**src/rtl/apb_mas_ctrl.sv**
```systemverilog
// APB4 master: valid/ready command channel in, APB SETUP/ACCESS transfers out, valid/ready response back.
// Optional ACCESS-phase timeout abort is compiled in when APB_MAS_TIMEOUT_EN is defined.
module apb_mas_ctrl #(
    parameter int ADDR_WIDTH  = 32,
    parameter int DATA_WIDTH  = 32,
    parameter int NUM_SLV     = 4,
    parameter int SLV_SEL_LSB = 12,
    parameter int TIMEOUT_CYC = 16
) (
    input  logic                           clk,
    input  logic                           rstn,
    input  logic                           cmd_valid,
    output logic                           cmd_ready,
    input  logic                           cmd_write,
    input  logic [ADDR_WIDTH-1:0]          cmd_addr,
    input  logic [DATA_WIDTH-1:0]          cmd_wdata,
    input  logic [DATA_WIDTH/8-1:0]        cmd_strb,
    input  logic [2:0]                     cmd_prot,
    output logic                           rsp_valid,
    input  logic                           rsp_ready,
    output logic [DATA_WIDTH-1:0]          rsp_rdata,
    output logic                           rsp_err,
    output logic [NUM_SLV-1:0]             PSEL,
    output logic                           PENABLE,
    output logic [ADDR_WIDTH-1:0]          PADDR,
    output logic                           PWRITE,
    output logic [DATA_WIDTH-1:0]          PWDATA,
    output logic [DATA_WIDTH/8-1:0]        PSTROB,
    output logic [2:0]                     PPROT,
    input  logic [NUM_SLV*DATA_WIDTH-1:0]  PRDATA,
    input  logic [NUM_SLV-1:0]             PREADY,
    input  logic [NUM_SLV-1:0]             PSLVERR
);

    localparam int SW = (NUM_SLV > 1) ? $clog2(NUM_SLV) : 1;

    typedef enum logic [1:0] {IDLE, SETUP, ACCESS, RESP} state_t;

    state_t                  state;
    logic [SW-1:0]           sel_idx;
    logic [SW-1:0]           dec_idx;
    logic                    dec_hit;
    logic [NUM_SLV-1:0]      dec_onehot;
    logic                    sel_ready;
    logic                    sel_err;
    logic [DATA_WIDTH-1:0]   sel_rdata;
    logic                    tmo_hit;

    assign dec_idx = cmd_addr[SLV_SEL_LSB +: SW];

    // Address decode for the incoming command, and slave-response mux for the latched index.
    // Index values past NUM_SLV match no slave, which is what flags a decode error.
    always_comb begin
        dec_onehot = '0;
        dec_hit    = 1'b0;
        sel_ready  = 1'b0;
        sel_err    = 1'b0;
        sel_rdata  = '0;
        for (int i = 0; i < NUM_SLV; i++) begin
            if (dec_idx == SW'(i)) begin
                dec_onehot[i] = 1'b1;
                dec_hit       = 1'b1;
            end
            if (sel_idx == SW'(i)) begin
                sel_ready = PREADY[i];
                sel_err   = PSLVERR[i];
                sel_rdata = PRDATA[i*DATA_WIDTH +: DATA_WIDTH];
            end
        end
    end

`ifdef APB_MAS_TIMEOUT_EN
    localparam int TW = $clog2(TIMEOUT_CYC + 1);

    logic [TW-1:0] tmo_cnt;

    // Abort fires on the ACCESS cycle whose wait would bring the count to TIMEOUT_CYC;
    // a PREADY on that same cycle is checked first and completes normally.
    assign tmo_hit = (tmo_cnt == TW'(TIMEOUT_CYC - 1));

    always_ff @(posedge clk or negedge rstn) begin
        if (!rstn) begin
            tmo_cnt <= '0;
        end else if (state == SETUP) begin
            tmo_cnt <= '0;
        end else if (state == ACCESS && !sel_ready) begin
            tmo_cnt <= tmo_cnt + 1'b1;
        end
    end
`else
    logic unused_tmo;

    assign unused_tmo = (TIMEOUT_CYC > 0);
    assign tmo_hit    = 1'b0;
`endif

    always_ff @(posedge clk or negedge rstn) begin
        if (!rstn) begin
            state     <= IDLE;
            sel_idx   <= '0;
            cmd_ready <= 1'b0;
            rsp_valid <= 1'b0;
            rsp_rdata <= '0;
            rsp_err   <= 1'b0;
            PSEL      <= '0;
            PENABLE   <= 1'b0;
            PADDR     <= '0;
            PWRITE    <= 1'b0;
            PWDATA    <= '0;
            PSTROB    <= '0;
            PPROT     <= '0;
        end else begin
            case (state)
                IDLE: begin
                    cmd_ready <= 1'b1;
                    if (cmd_valid && cmd_ready) begin
                        cmd_ready <= 1'b0;
                        if (dec_hit) begin
                            state   <= SETUP;
                            sel_idx <= dec_idx;
                            PSEL    <= dec_onehot;
                            PADDR   <= cmd_addr;
                            PWRITE  <= cmd_write;
                            PPROT   <= cmd_prot;
                            PWDATA  <= cmd_write ? cmd_wdata : '0;
                            PSTROB  <= cmd_write ? cmd_strb : '0;
                        end else begin
                            state     <= RESP;
                            rsp_valid <= 1'b1;
                            rsp_err   <= 1'b1;
                            rsp_rdata <= '0;
                        end
                    end
                end
                SETUP: begin
                    PENABLE <= 1'b1;
                    state   <= ACCESS;
                end
                ACCESS: begin
                    if (sel_ready) begin
                        PSEL      <= '0;
                        PENABLE   <= 1'b0;
                        rsp_valid <= 1'b1;
                        rsp_err   <= sel_err;
                        rsp_rdata <= (PWRITE || sel_err) ? '0 : sel_rdata;
                        state     <= RESP;
                    end else if (tmo_hit) begin
                        PSEL      <= '0;
                        PENABLE   <= 1'b0;
                        rsp_valid <= 1'b1;
                        rsp_err   <= 1'b1;
                        rsp_rdata <= '0;
                        state     <= RESP;
                    end
                end
                RESP: begin
                    if (rsp_ready) begin
                        rsp_valid <= 1'b0;
                        cmd_ready <= 1'b1;
                        state     <= IDLE;
                    end
                end
                default: state <= IDLE;
            endcase
        end
    end

endmodule
```
**config.mk**
```make
export PLATFORM = sky130hd
export DESIGN_NAME = apb_mas_ctrl
export DESIGN_NICKNAME = d
export VERILOG_FILES = /design/src/rtl/apb_mas_ctrl.sv
export SDC_FILE = /design/constraint.sdc
export NUM_CORES = 1
export LEC_CHECK = 0
export BUFFER_PORTS_ARGS = -buffer_cell sky130_fd_sc_hd__buf_2
export CAP_MARGIN = 20
export CORE_AREA = 2 2 127 129
export CTS_BUF_LIST = sky130_fd_sc_hd__clkbuf_16
export CTS_CLUSTER_SIZE = 28
export DETAILED_ROUTE_END_ITERATION = 12
export DIE_AREA = 0 0 129 131
export PLACE_DENSITY_LB_ADDON = 0.08
export SLEW_MARGIN = 0
export SYNTH_ARGS = -nofsm -noshare
export SYNTH_HDL_FRONTEND = slang
export SYNTH_SLANG_ARGS = --single-unit
```
**constraint.sdc**
```tcl
create_clock -name clk -period 1.6 [get_ports clk]
set_input_delay 0 -clock clk [delete_from_list [all_inputs] [get_ports clk]]
set_output_delay 0 -clock clk [all_outputs]
set_load 0.02 [all_outputs]
```
; After elaboration in Yosys (flattened, before gate mapping)
; Index checks and enable logic that the tools add are counted.
[op_classes]
n_reduce_logical = 16
n_eq_ne = 14
muxes = 47
[ops]
columns = cell, n
row1 = $mux W32, 9
row2 = $pmux W32 S2, 1
row3 = $mux W1, 23
row4 = $mux W4, 4
row5 = $eq A2 B2 Y1 const B, 6
row6 = $ne A2 B2 Y1 const B, 5
row7 = $mux W2, 4
row8 = $pmux W2 S4, 1
row9 = $pmux W4 S2, 1
row10 = $reduce_and A4 Y1, 2
row11 = $eq A2 B1 Y1 const B, 3
row12 = $logic_not A2 Y1, 3
row13 = $pmux W1 S2, 3
row14 = $reduce_and A3 Y1, 2
row15 = $reduce_bool A2 Y1, 3
row16 = $reduce_and A5 Y1, 1
row17 = $reduce_and A2 Y1, 2
row18 = $pmux W1 S3, 1
row19 = $reduce_bool A3 Y1, 1
row20 = $logic_and A1 B1 Y1, 1
row21 = $logic_or A1 B1 Y1, 1
[word_totals]
output_inout_bits = 112
input_bits = 212
ff_bits = 116

; Longest topological paths before layout
[depth]
word_depth = 9
ltp_mapped = 8
mapped_depth_nobuf = 6

; Worst setup path after synthesis
; OpenSTA, ideal clock, no wires.
[synth_path]
path_kind = flip-flop to flip-flop
startpoint = reg, netlist name PADDR[12]
endpoint = reg rsp_rdata[21]
path_stages_with_launch = 5
arrival_time_ns = 1.644
setup_ns = 0.121
slack_ns = -0.165
required_ns = 1.479
n_path_buf = 2
synth_period_minus_slack_ns = 1.765
path_cell_list = dfrtp_1 > buf_6 > buf_2 > mux4_2 > a22o_1
[synth_lines]
columns = item, line
row1 = to (signal assigned), 145  ; rsp_rdata <= (PWRITE || sel_err) ? '0 : sel_rdata;
row2 = to (decl), 21  ; output logic [DATA_WIDTH-1:0] rsp_rdata,

; Worst setup path after layout
[layout_path]
startpoint = reg state[1]
endpoint = reg rsp_rdata[17]
[layout_via]
elab_chain_cells = 3
word_cells_on_any_way = 8
[layout_lines]
columns = item, line
row1 = from (decl), 39  ; state_t state;
row2 = from (signal assigned), 99  ; state <= IDLE;
row3 = from (signal assigned), 119  ; state <= SETUP;
row4 = from (signal assigned), 128  ; state <= RESP;
row5 = $eq A2 B2 Y1 / $logic_not A2 Y1 (equally long branches), 113  ; case (state)
row6 = $ne A2 B2 Y1 (no line) / $reduce_bool A2 Y1 (equally long branches), -
row7 = $reduce_and A4 Y1 (no line), -
; Several ways; a longest one is shown, not always the timed one.
; A chain may end at the register's enable or synchronous reset.

==> impl_metrics.json <==
{
  "status": "complete, but fails checks",
  "drtAntennaViolNets": 0,
  "synth_edf_count": 0,
  "core_mm2": 0.0156,
  "grt_pass1_vias": 5037,
  "maxSlewViolCount": 0,
  "drive_above_1_share_pct": 58.3,
  "dp_cells": 945,
  "io_pins": 324,
  "worst_slew_pin_slew_ns": 0.495,
  "drc": 0,
  "h-tree-depth": 4,
  "grt.overflow.total": 0,
  "hold_depth": 3,
  "die-height_um": 131,
  "finalHoldViolCount": 0,
  "final_nets": 1051,
  "worst-setup-path-type": "flip-flop to flip-flop",
  "hold_end": "rsp_rdata[31]",
  "syn_nets": 620,
  "syn-cell-area_mm2": 0.00531,
  "yosysWarnings": 0,
  "cts_tree": "done",
  "cts.sinks": 114,
  "worst_hold_slack_ns": 0.0390,
  "worst_clock_skew_ns": 0.00546,
  "cts.path.max_buffers": 2,
  "ys_seq_elements": 114,
  "worst-path-max-fanout": 23,
  "hold_path.startpoint": "PRDATA[95]",
  "fp.dieW_um": 129,
  "timing.rr.start": "state[1]",
  "area_growth_pct": 70.9,
  "syn_inst": 404,
  "path_cells": "inv_2, ha_4, and3b_2, a22oi_4, nor2b_4, buf_12, a22o_1",
  "drtPass1Iterations": 4,
  "final.period_utilization_pct": 105,
  "power.leakage_nw": 4.62,
  "worstPathArrival_ns": 1.96,
  "port_buffers": 323,
  "grt_pass1_wl_um": 25600,
  "start_kind": "flip-flop",
  "dpl.hpwl_um": 12900,
  "fin_tns_setup_ns": -3.49,
  "synth_cell_types": 32,
  "violations": "negative setup slack",
  "clk_pin_slew_worst_paths_ns": 0.05,
  "synth-seq-area-share_pct": 53.8,
  "vias_per_cell": 4.67,
  "postPlaceCellArea_mm2": 0.00744,
  "rows": 46,
  "start_util_pct": 34.0,
  "grt_max_degree": 45,
  "fmax_mhz": 596,
  "end_kind": "flip-flop",
  "r2r_setup_slack_ns": -0.08,
  "drtIter0Drc": 209,
  "final-instance-count-excl-fill": 1065,
  "antenna_found_initial": 1,
  "cts_buffers": 17,
  "final_area_mm2": 0.00907,
  "syn_area_per_cell_um2": 13.1,
  "reg2regPathDepth": 7,
  "crit_required_ns": 1.89,
  "drv_cap": 0,
  "crit_slowest_cell": "dfrtp_1",
  "rsz0062_at_grt": "true",
  "relSlewSlack_pct": 67.0,
  "root_buffer": "clkbuf_16",
  "wl_um": 17500,
  "die_area_mm2": 0.0169,
  "critPathMaxStageDelay_ns": 0.42,
  "ys.flop_type": "dfrtp_1",
  "hp-class": "primary input to flip-flop",
  "r2r-end": "rsp_rdata[17]",
  "async_flop_share_pct": 100,
  "clk_latency_ns": 0.40,
  "wl_per_cell_um": 16.4,
  "finalSetupViolCount": 101,
  "via_count": 4975,
  "finalPower_mw": 16.2,
  "ir_drop_mv": 1.04,
  "place_congestion": 0.844,
  "period_needed_ns": 1.68,
  "grtUsageTotal_pct": 19.8,
  "p_per_area_mw_per_mm2": 1790,
  "layout_setup_ws_ns": -0.0775
}
-- state kept, by name (all words and copies together), names as in the netlist --
signal,flops
PADDR,32
PWDATA,32
rsp_rdata,32
PSEL,4
PSTROB,4
PPROT,3
state,2
PENABLE,1
PWRITE,1
cmd_ready,1
rsp_err,1
rsp_valid,1
-- stage by stage --
stage | util, % | setup slack, ns
detailed placement | 47.7 | -0.173
finish | 58.1 | -0.0775
global route | 58.1 | -0.163
CTS | 56.6 | -0.0950
floorplan | - | -0.134
global placement | 47.7 | -0.121
-- logic make-up after synthesis --
group	synth area share, %
simple gates	7.66
fa+ha+maj	0.943
mux	23.4
compound gates	10.7
flops	53.8
buf+inv	3.47
-- cell usage in the layout, fill, tap and decap left out, drive strengths merged --
master | netlist | routed
buf | 16 | 365
dfrtp | 114 | 114
nand2 | 76 | 76
dlygate4sd3 | 0 | 73
mux2 | 44 | 44
o21ai | 43 | 43
a22o | 32 | 32
mux4 | 32 | 32
clkbuf | 15 | 22
clkinv | 0 | 8
inv | 4 | 6
bufinv | 0 | 4
nor3b | 4 | 4
ha | 4 | 4
nor2b | 3 | 3
mux2i | 2 | 2
and3b | 2 | 2
nor3 | 2 | 2
o41ai | 2 | 2
diode | 0 | 1
nand3 | 1 | 1
a22oi | 1 | 1
nor2 | 1 | 1
or2 | 1 | 1
nand2b | 1 | 1
o22ai | 1 | 1
a21boi | 1 | 1
nor4 | 1 | 1
o21bai | 1 | 1
clkinvlp | 0 | 1
-- cell type report --
| cell class | count | area (um2) |
|---|---|---|
| Tap cell | 216 | 270 |
| Timing Repair Buffer | 443 | 2950 |
| Multi-Input combinational cell | 255 | 2380 |
| Antenna cell | 1 | 2.50 |
| Clock buffer | 17 | 425 |
| Sequential cell | 114 | 2860 |
| Inverter | 4 | 15.0 |
| Clock inverter | 15 | 174 |
| Fill cell | 1321 | 6530 |
-- Yosys cell counts (3+ instances only) --
| library cell | number | area (um2) |
|---|---|---|
| buf_4 | 3 | 22.5 |
| mux2_2 | 42 | 473 |
| a22o_1 | 32 | 280 |
| buf_2 | 8 | 40.0 |
| clkbuf_1 | 14 | 52.6 |
| ha_1 | 4 | 50.1 |
| dfrtp_1 | 114 | 2850 |
| o21ai_0 | 43 | 215 |
| mux4_2 | 32 | 721 |
| nand2_1 | 76 | 285 |
| inv_1 | 4 | 15.0 |
| buf_6 | 4 | 45.0 |
-- what timing repair did --
item                                   CTS  global route
setup endpoints to repair               95            76
endpoints found under the hold margin  187             0
hold buffers                            73             0
gates resized for setup                  8            38
cloned                                   0             7
pin swaps                                1             4
buffers inserted                         3             4
-- critical path, delay by kind of cell (launching register included) --
family                   cells  cell delay (ns)
AND/OR/NAND/NOR              2             0.31
flip-flops                   1             0.42
buffers and inverters        2             0.26
AO/OA/AOI/OAI                2             0.41
adder cells (fa/ha/maj)      1             0.15
-- where the power goes --
part | total (mW) | switching (mW) | internal, mW
Sequential | 4.59 | 0.619 | 3.97
Combinational | 7.81 | 3.96 | 3.85
Clock | 3.80 | 1.24 | 2.56
-- per-layer routing --
metal  vias up  routed length (um)  track usage (%)
met4         0                 276             5.63
li1       2349                   -                -
met2       198                9020             34.6
met1      2412                7050             24.1
met5         -                   0                0
met3        16                1150             5.62
-- worst max path at each step --
stage	from	end	slack (ns)	depth (start not counted)
floorplan	PADDR[12]	rsp_rdata[19]	-0.13	6
global placement	state[1]	rsp_rdata[17]	-0.12	7
detailed placement	state[1]	rsp_rdata[30]	-0.17	7
CTS	state[1]	rsp_rdata[17]	-0.09	7
global route	state[1]	rsp_rdata[7]	-0.16	8
finish	state[1]	rsp_rdata[17]	-0.08	7
Power figures use the tool's default switching activity.
